<file path="src/rtl/invaders_load_ctrl.sv">
// invaders_load_ctrl
//
// Steers the hps_io ioctl download stream into the invaders core: CPU ROM
// bytes, colour PROM bytes, the machine-select byte and the 64-bit DIP bank.
// It also owns the core reset, which is held during any ROM/PROM download
// and for HOLD_CYCLES clk_sys cycles after it (and after reset_n or
// user_reset).
//
// Handshake: there is no backpressure. A byte is accepted on any cycle where
// ioctl_download=1 and ioctl_wr=1. ROM/PROM writes come out as single-cycle
// rom_wr/prom_wr pulses one cycle later. Their addr/din outputs hold their
// last value between pulses.
//
// Ports
//   clk_sys        sole clock, rising edge
//   reset_n        synchronous active-low reset
//   ioctl_download download window
//   ioctl_wr       byte strobe
//   ioctl_addr     byte address within the current download
//   ioctl_dout     byte data
//   ioctl_index    0 CPU ROM, 1 machine select, 2 colour PROM, 254 DIP bank
//   user_reset     level reset request
//   rom_wr/rom_addr/rom_din     CPU ROM write port
//   prom_wr/prom_addr/prom_din  colour PROM write port
//   mod            machine-select byte
//   dip            DIP bank; byte n is dip[8n+7:8n]
//   core_reset     active-high reset to invaders_top
//   load_err       sticky out-of-range write flag, cleared on LOAD entry
module invaders_load_ctrl #(
  parameter int ROM_AW      = 16,
  parameter int PROM_AW     = 10,
  parameter int HOLD_CYCLES = 1024
) (
  input  logic               clk_sys,
  input  logic               reset_n,
  input  logic               ioctl_download,
  input  logic               ioctl_wr,
  input  logic [24:0]        ioctl_addr,
  input  logic [7:0]         ioctl_dout,
  input  logic [7:0]         ioctl_index,
  input  logic               user_reset,
  output logic               rom_wr,
  output logic [ROM_AW-1:0]  rom_addr,
  output logic [7:0]         rom_din,
  output logic               prom_wr,
  output logic [PROM_AW-1:0] prom_addr,
  output logic [7:0]         prom_din,
  output logic [7:0]         mod,
  output logic [63:0]        dip,
  output logic               core_reset,
  output logic               load_err
);

  localparam int CNT_W = $clog2(HOLD_CYCLES);
  localparam logic [CNT_W-1:0] CNT_LAST = CNT_W'(HOLD_CYCLES - 1);

  localparam logic [7:0] IDX_ROM  = 8'd0;
  localparam logic [7:0] IDX_MOD  = 8'd1;
  localparam logic [7:0] IDX_PROM = 8'd2;
  localparam logic [7:0] IDX_DIP  = 8'd254;

  typedef enum logic [1:0] {
    S_HOLD = 2'd0,
    S_RUN  = 2'd1,
    S_LOAD = 2'd2
  } state_t;

  // FSM state is kept as a named enum so checkers can bind to it directly.
  state_t           state;
  logic [CNT_W-1:0] cnt;

  logic load_start;
  logic load_entry;
  logic wr_strobe;
  logic rom_in_range;
  logic prom_in_range;
  logic rom_hit;
  logic prom_hit;
  logic wr_err;

  // DIP downloads never count as a load start: they update live.
  assign load_start    = ioctl_download && (ioctl_index != IDX_DIP);
  assign load_entry    = load_start && (state != S_LOAD);
  assign wr_strobe     = ioctl_download && ioctl_wr;
  assign rom_in_range  = (ioctl_addr >> ROM_AW) == 25'd0;
  assign prom_in_range = (ioctl_addr >> PROM_AW) == 25'd0;
  assign rom_hit       = wr_strobe && (ioctl_index == IDX_ROM);
  assign prom_hit      = wr_strobe && (ioctl_index == IDX_PROM);
  assign wr_err        = (rom_hit && !rom_in_range) || (prom_hit && !prom_in_range);

  // Reset sequencer. core_reset is registered alongside the state and is
  // 1 in every branch whose next state is not RUN.
  always_ff @(posedge clk_sys) begin
    if (!reset_n) begin
      state      <= S_HOLD;
      cnt        <= '0;
      core_reset <= 1'b1;
    end else begin
      case (state)
        S_HOLD: begin
          if (load_start) begin
            state      <= S_LOAD;
            core_reset <= 1'b1;
          end else if (user_reset) begin
            cnt        <= '0;
            core_reset <= 1'b1;
          end else if (cnt == CNT_LAST) begin
            state      <= S_RUN;
            core_reset <= 1'b0;
          end else begin
            cnt        <= cnt + 1'b1;
            core_reset <= 1'b1;
          end
        end
        S_RUN: begin
          if (load_start) begin
            state      <= S_LOAD;
            core_reset <= 1'b1;
          end else if (user_reset) begin
            state      <= S_HOLD;
            cnt        <= '0;
            core_reset <= 1'b1;
          end else begin
            core_reset <= 1'b0;
          end
        end
        S_LOAD: begin
          // user_reset and index changes are ignored while loading.
          if (!ioctl_download) begin
            state <= S_HOLD;
            cnt   <= '0;
          end
          core_reset <= 1'b1;
        end
        default: begin
          state      <= S_HOLD;
          cnt        <= '0;
          core_reset <= 1'b1;
        end
      endcase
    end
  end

  // Write decode, independent of the sequencer state.
  always_ff @(posedge clk_sys) begin
    if (!reset_n) begin
      rom_wr    <= 1'b0;
      rom_addr  <= '0;
      rom_din   <= '0;
      prom_wr   <= 1'b0;
      prom_addr <= '0;
      prom_din  <= '0;
      mod       <= '0;
      dip       <= '0;
      load_err  <= 1'b0;
    end else begin
      rom_wr  <= rom_hit && rom_in_range;
      prom_wr <= prom_hit && prom_in_range;

      if (rom_hit && rom_in_range) begin
        rom_addr <= ioctl_addr[ROM_AW-1:0];
        rom_din  <= ioctl_dout;
      end

      if (prom_hit && prom_in_range) begin
        prom_addr <= ioctl_addr[PROM_AW-1:0];
        prom_din  <= ioctl_dout;
      end

      if (wr_strobe && (ioctl_index == IDX_MOD) && (ioctl_addr == 25'd0)) begin
        mod <= ioctl_dout;
      end

      if (wr_strobe && (ioctl_index == IDX_DIP) && (ioctl_addr[24:3] == 22'd0)) begin
        dip[{ioctl_addr[2:0], 3'b000} +: 8] <= ioctl_dout;
      end

      // A bad write in the entry cycle must still leave the flag set.
      if (wr_err) begin
        load_err <= 1'b1;
      end else if (load_entry) begin
        load_err <= 1'b0;
      end
    end
  end

endmodule

</file>
<file path="config.mk">
export PLATFORM = sky130hd
export DESIGN_NAME = invaders_load_ctrl
export DESIGN_NICKNAME = d
export VERILOG_FILES = /design/src/rtl/invaders_load_ctrl.sv
export SDC_FILE = /design/constraint.sdc
export NUM_CORES = 1
export LEC_CHECK = 0
export CORE_UTILIZATION = 43
export CTS_CLUSTER_SIZE = 16
export DETAILED_ROUTE_END_ITERATION = 8
export GPL_TIMING_DRIVEN = 0
export PLACE_DENSITY = 0.72
export SKIP_CTS_REPAIR_TIMING = 1
export SYNTH_ARGS = -nofsm -noshare
export SYNTH_HDL_FRONTEND = slang
export SYNTH_SLANG_ARGS = --single-unit
</file>
<file path="constraint.sdc">
create_clock -name clk_sys -period 3.45 [get_ports clk_sys]
set_clock_uncertainty 0.1 [all_clocks]
set_input_delay 1.035 -clock clk_sys [delete_from_list [all_inputs] [get_ports clk_sys]]
set_output_delay 1.035 -clock clk_sys [all_outputs]
set_load 0.05 [all_outputs]
</file>
==> summary.md, run 1 <==
| Metric | Value |
|---|---|
| Final worst slack | `131 ps` |
| Post-Synthesis Cells | `593` |
| WL per Instance | `18.0 µm` |
| Starting density of the core | `0.444` |
| Slew headroom | `0.442` |
| Grt ovf | `0` |
| Cell-internal power | `2790 µW` |
| Die ar. | `13600 µm²` |
| 1st-iter DRT viols | `273` |
| CTS tree | `done` |
| DP HPWL | `12.4 mm` |
| Cell taking the most area after synthesis | `dfxtp_1` |
| Number of synthesized flops with an enable pin | `0` |
| Critical path class | `in2reg` |
| Pwr/cell area | `434 nW/µm²` |
| CTS clk-pin slew, worst paths | `60 ps` |
| H-tree Lvls | `4` |
| Cell variety after synth | `48` |
| Clk root buf | `clkbuf_16` |
| GRT Total Usage | `0.262` |
| Hold WC Path Type | `reg2reg` |
| IO Port Bufs | `162` |
| Fin cells | `966` |
| Asr flop ratio synth | `0` |
| Inserted Clock Buffers | `17` |
| Syn Nets | `642` |
| Critical Path AT | `3560 ps` |
| Top Ports | `164` |
| DP Area | `7490 µm²` |
| Clock network fraction of total power | `0.521` |
| Clock Latency Late Sink | `420 ps` |
| Initial antenna violation count | `0` |
| Final wirelength | `17.4 mm` |
| Maximum VDD drop | `0.000313 V` |
| Switching Share | `0.225` |
| Most numerous cell in the Yosys netlist | `nand2_1` |
| Pre-CTS WS | `-1040 ps` |
| DRC viols | `0` |
| Finished Cell Area | `8290 µm²` |
| Final setup viols | `0` |
| Share of power burned in registers | `0.418` |
| Final #Nets | `830` |
| ANT cells | `0` |
| Layout cell share with drive strength beyond 1 | `0.0856` |
| Cell area after synthesis | `5650 µm²` |
| Hold Fails Final Rpt | `0` |
| WP data required | `3690 ps` |
| Clock Sinks | `130` |
| Lkg Pwr | `0.00303 µW` |
| Yosys reg bits | `130` |
| Endpoint kind of the worst setup timing path | `flop` |
| Largest net degree at the start of global routing | `17` |
| Fin Setup TNS | `0 ps` |
| Status | `completed` |
| Worst hold slack | `355 ps` |
| Area Overhead vs Synth | `46.7%` |
| Slew Viols, Final | `0` |
| Area of the multi-input gates | `2870 µm²` |
| Mapped Avg Cell Area | `9.53 µm²` |
| Rows | `41` |
| Max Freq | `0.301 GHz` |
| Final min period | `3320 ps` |
| Routability Congestion | `0.863` |
| Vias/cell | `5.28` |
| FF+latch area | `2600 µm²` |
| Synth top cells by count | `nand2_1, dfxtp_1, mux2i_1` |
| Warnings, synthesis | `0` |
| Antenna-violating nets left | `0` |
| RSZ-0062 raised after global routing | `no` |
| Die Ht | `117 µm` |
| Number of max-cap violations | `0` |
| Deepest clock path buffer count | `2` |
| Critical path startpoint category | `primary input` |
| Max FO, Critical Path | `10` |
| Drt first pass iters | `4` |
| Wire length of the first global-routing pass | `26.4 mm` |
| Least-Margin Pin Slew | `831 ps` |
| Core footprint | `12700 µm²` |
| Die Span X | `117 µm` |
| Vias in the first global route | `5104` |
| Synth Flop Type | `dfxtp_1` |
| Via Count | `5102` |
| Final period utilization | `0.962` |
| Seq/Total Area, Yosys | `0.461` |
| Fill count | `1050` |
| # placed instances | `927` |
| Top cells by area, synth | `dfxtp_1, mux2i_1, nand2_1` |
| Synth top area share | `0.461` |
| Psw | `812 µW` |
| Comb power frac | `0.061` |
[final cells by class]
type                            instances  area share
Multi-Input combinational cell        420       0.346
Sequential cell                       130       0.314
Timing Repair Buffer                  172       0.217
Clock buffer                           18      0.0518
Tap cell                              172      0.0260
Clock inverter                         14      0.0228
Buffer                                 32      0.0190
Inverter                                8     0.00362
[sequential cells by signal (all words and copies together) (netlist names)]
| signal | flops |
|---|---|
| cnt | 10 |
| core_reset | 1 |
| dip | 64 |
| load_err | 1 |
| mod | 8 |
| prom_addr | 10 |
| prom_din | 8 |
| prom_wr | 1 |
| rom_addr | 16 |
| rom_din | 8 |
| rom_wr | 1 |
| state | 2 |
[routing by layer]
layer  share of wire  GRT usage  vias to the layer above  routed length (µm)
li1                -          -                     2460                   -
met1            0.41      0.303                     2443                7050
met2            0.50      0.448                      166                8670
met3           0.073     0.0763                       33                1270
met4           0.022      0.116                        0                 389
met5               0          0                        -                   0
[power groups by stage]
stage               Combinational [µW]  Clock [µW]  Sequential, µW
floorplan                         98.4           0            1540
global placement                   205           0            1540
detailed placement                 208           0            1540
CTS                                210        1900            1510
global route                       234        1980            1510
finish                             219        1880            1510
[per-stage QoR]
stage	utilization	power, µW
final	0.652	3600
after global routing	0.652	3720
after CTS	0.637	3620
after detailed placement	0.589	1750
after global placement	0.589	1740
after floorplan	-	1640
[cell usage in the layout, fill, tap and decap left out, drive strengths merged, types with 2 or more instances in the layout]
cell and n:
o21ai 2, nand4b 2, a31oi 2, nor2 9, and4 3, clkinvlp 3
clkdlybuf4s50 161, a21oi 3, o211ai 10, nand3 36, buf 20, o31ai 2
ha 3, inv 8, mux2i 116, and3 3, and2 3, dfxtp 130
nand2b 4, or2 2, clkbuf 40, or3 10, bufinv 4, nand2 156
nor4b 3, nand4 10, nor2b 2, clkinv 7, nor4 15, and3b 3
nor3 9
[logic make-up (layout without fill, tap and decap cells)]
kind of cell | count (synthesis) | count (layout) | share of synthesized area
buffers and inverters | 43 | 244 | 0.0339
flip-flops | 130 | 130 | 0.461
AO/OA/AOI/OAI | 27 | 27 | 0.0350
adder cells (fa/ha/maj) | 3 | 3 | 0.00664
multiplexers | 116 | 116 | 0.205
AND/OR/NAND/NOR | 274 | 274 | 0.258
[critical path, cell delays in order]
cell and delay (ps):
clkdlybuf4s50_1 560, inv_1 70, ha_1 200, ha_1 280, buf_2 190, nand2b_1 200
nand4b_1 270, nor4_4 370, buf_12 180, mux2i_1 200
[final timing paths]
check	depth (start not counted)	to	start	slack (ps)
worst min register to register	2	dip[49]	dip[49]	350
worst max-delay path	10	dip[52]	ioctl_addr[1]	130
worst max register to register	5	cnt[5]	cnt[0]	1450
worst min-delay path	2	dip[49]	dip[49]	350
Note: power is estimated with default switching activity, not from simulation.
==> inputs of run 2 (changes only) <==
Settings changed: CTS_BUF_LIST from default to sky130_fd_sc_hd__clkbuf_16, RECOVER_POWER from default to 25.
==> summary.md, run 2 (synthesis gave the netlist of run 1 again) <==
| Metric | Value |
|---|---|
| Slew headroom | `0.450` |
| ANT cells | `0` |
| WL per Instance | `18.0 µm` |
| Antenna-violating nets left | `0` |
| GRT Total Usage | `0.262` |
| Wire length of the first global-routing pass | `26.4 mm` |
| Area of the multi-input gates | `2870 µm²` |
| Number of max-cap violations | `0` |
| Final min period | `3320 ps` |
| H-tree Lvls | `4` |
| Overall Power | `3600 µW` |
| Lkg Pwr | `0.00322 µW` |
| RSZ-0062 raised after global routing | `no` |
| Critical path startpoint category | `primary input` |
| Family with the most delay on the worst path | `buffers and inverters` |
| R2R setup slack | `1460 ps` |
| Max FO, Critical Path | `10` |
| Switching Share | `0.226` |
| Worst reg-to-reg path cell count | `5` |
| Endpoint kind of the worst setup timing path | `flop` |
| Hold Crit Depth | `2` |
| Top cell by count, worst path | `ha_1` |
| Initial antenna violation count | `0` |
| Inserted Clock Buffers | `17` |
| Share of power burned in registers | `0.418` |
| Least-Margin Pin Slew | `819 ps` |
| Grt ovf | `0` |
| 1st-iter DRT viols | `279` |
| Layout cell share with drive strength beyond 1 | `0.0856` |
| CTS tree | `done` |
| Status | `completed` |
| Die Span X | `117 µm` |
| Finished Cell Area | `8290 µm²` |
| DP HPWL | `12.4 mm` |
| Reg with most FFs | `dip` |
| Hold WC Path Type | `reg2reg` |
| Die Ht | `117 µm` |
| Hold Fails Final Rpt | `0` |
| Most common library cell in the layout ignoring fill and taps | `nand2_1` |
| Starting density of the core | `0.444` |
| Slew Viols, Final | `0` |
| Final period utilization | `0.962` |
| Largest register FFs | `64` |
| CP Depth | `10` |
| R2R Path Start | `cnt[0]` |
| Final wirelength | `17.4 mm` |
| Deepest clock path buffer count | `2` |
| Critical path class | `in2reg` |
| Min-delay src | `prom_addr[7]` |
| Cell-internal power | `2790 µW` |
| Critical Path AT | `3560 ps` |
| Pwr/cell area | `434 nW/µm²` |
| Worst Path Buf+Inv | `4` |
| Area Overhead vs Synth | `46.7%` |
| Rows | `41` |
| WP data required | `3690 ps` |
| Clock network fraction of total power | `0.521` |
| Top Ports | `164` |
| Fill count | `1050` |
| Post-Route Utilization | `0.652` |
| Vias in the first global route | `5104` |
| Top flop regs | `dip (64), rom_addr (16)` |
| IO Port Bufs | `162` |
| Psw | `814 µW` |
| Fin cells | `966` |
| Max stage delay cell, worst path | `clkdlybuf4s50_1` |
| DRC viols | `0` |
| Maximum VDD drop | `0.000313 V` |
| Drt first pass iters | `4` |
| Clk root buf | `clkbuf_16` |
| Clock Latency Late Sink | `420 ps` |
| Routability Congestion | `0.863` |
| DP Area | `7490 µm²` |
| # placed instances | `927` |
| Clock Sinks | `130` |
| Final setup viols | `0` |
| FF+latch area | `2600 µm²` |
| Via Count | `5095` |
| Comb power frac | `0.061` |
| Cell Chain, Critical Path | `clkdlybuf4s50_1 > inv_1 > ha_1 > ha_1 > buf_2 > nand2b_1 > nand4b_1 > nor4_4 > buf_12 > mux2i_1` |
| CTS clk-pin slew, worst paths | `50 ps` |
| Endpoint, Worst Hold | `prom_addr[7]` |
| Die ar. | `13600 µm²` |
| Final #Nets | `830` |
| Max Freq | `0.301 GHz` |
| Vias/cell | `5.27` |
| Critical R2R Capture | `cnt[5]` |
| Largest net degree at the start of global routing | `17` |
| Most frequent cells in the layout | `nand2_1, dfxtp_1, mux2i_1` |
| Slowest cell delay on critical path | `550 ps` |
| Core footprint | `12700 µm²` |
==> run 2: cell count changes in the layout (fill, tap and decap cells not counted) <==
cell,previous run,this run
clkbuf_1,23,22
clkdlybuf4s50_1,161,106
dlygate4sd3_1,0,55
inv_1,8,9
==> run 2: layout make-up <==
cell class                 instances  share of cell area
multi-input combinational        420               0.346
sequential                       130               0.314
timing repair buffer             172               0.217
clock buffer                      17              0.0513
tap                              172              0.0260
clock inverter                    15              0.0232
buffer                            32              0.0190
inverter                           8             0.00362
==> run 2: worst min-delay path: stages (launching register included) <==
cell,delay (ps)
dfxtp_1,300
nand2_1,50
mux2i_1,50
==> run 2: worst max-delay path by stage <==
stage | from | to | slack [ps]
2_1_floorplan | ioctl_addr[0] | dip[56] | 30
3_3_place_gp | ioctl_addr[0] | dip[61] | -980
3_5_place_dp | ioctl_addr[0] | dip[58] | -1040
4_1_cts | ioctl_addr[0] | dip[59] | -620
5_1_grt | ioctl_addr[1] | dip[53] | 20
6_report | ioctl_addr[1] | dip[52] | 130
==> run 2: routing by layer <==
layer	share of wire	track usage	vias up
met5	0	0	-
met4	0.021	0.116	0
met3	0.065	0.0763	31
met2	0.50	0.448	153
met1	0.41	0.303	2449
li1	-	-	2462
==> run 2: metrics by stage <==
step | worst slack (ps) | setup TNS, ps | hold slack, ps
final | 130 | 0 | 350
after global routing | 16.5 | 0 | 368
after CTS | -617 | -19590 | 356
after detailed placement | -1040 | -46090 | 345
after global placement | -982 | -42270 | 343
after floorplan | 28.1 | 0 | 374
==> run 2: power groups by stage <==
stage	combinational (µW)	sequential, µW	clock, µW
6_report	219	1510	1880
5_1_grt	234	1510	1980
4_1_cts	210	1510	1900
3_5_place_dp	208	1540	0
3_3_place_gp	205	1540	0
2_1_floorplan	98.4	1540	0
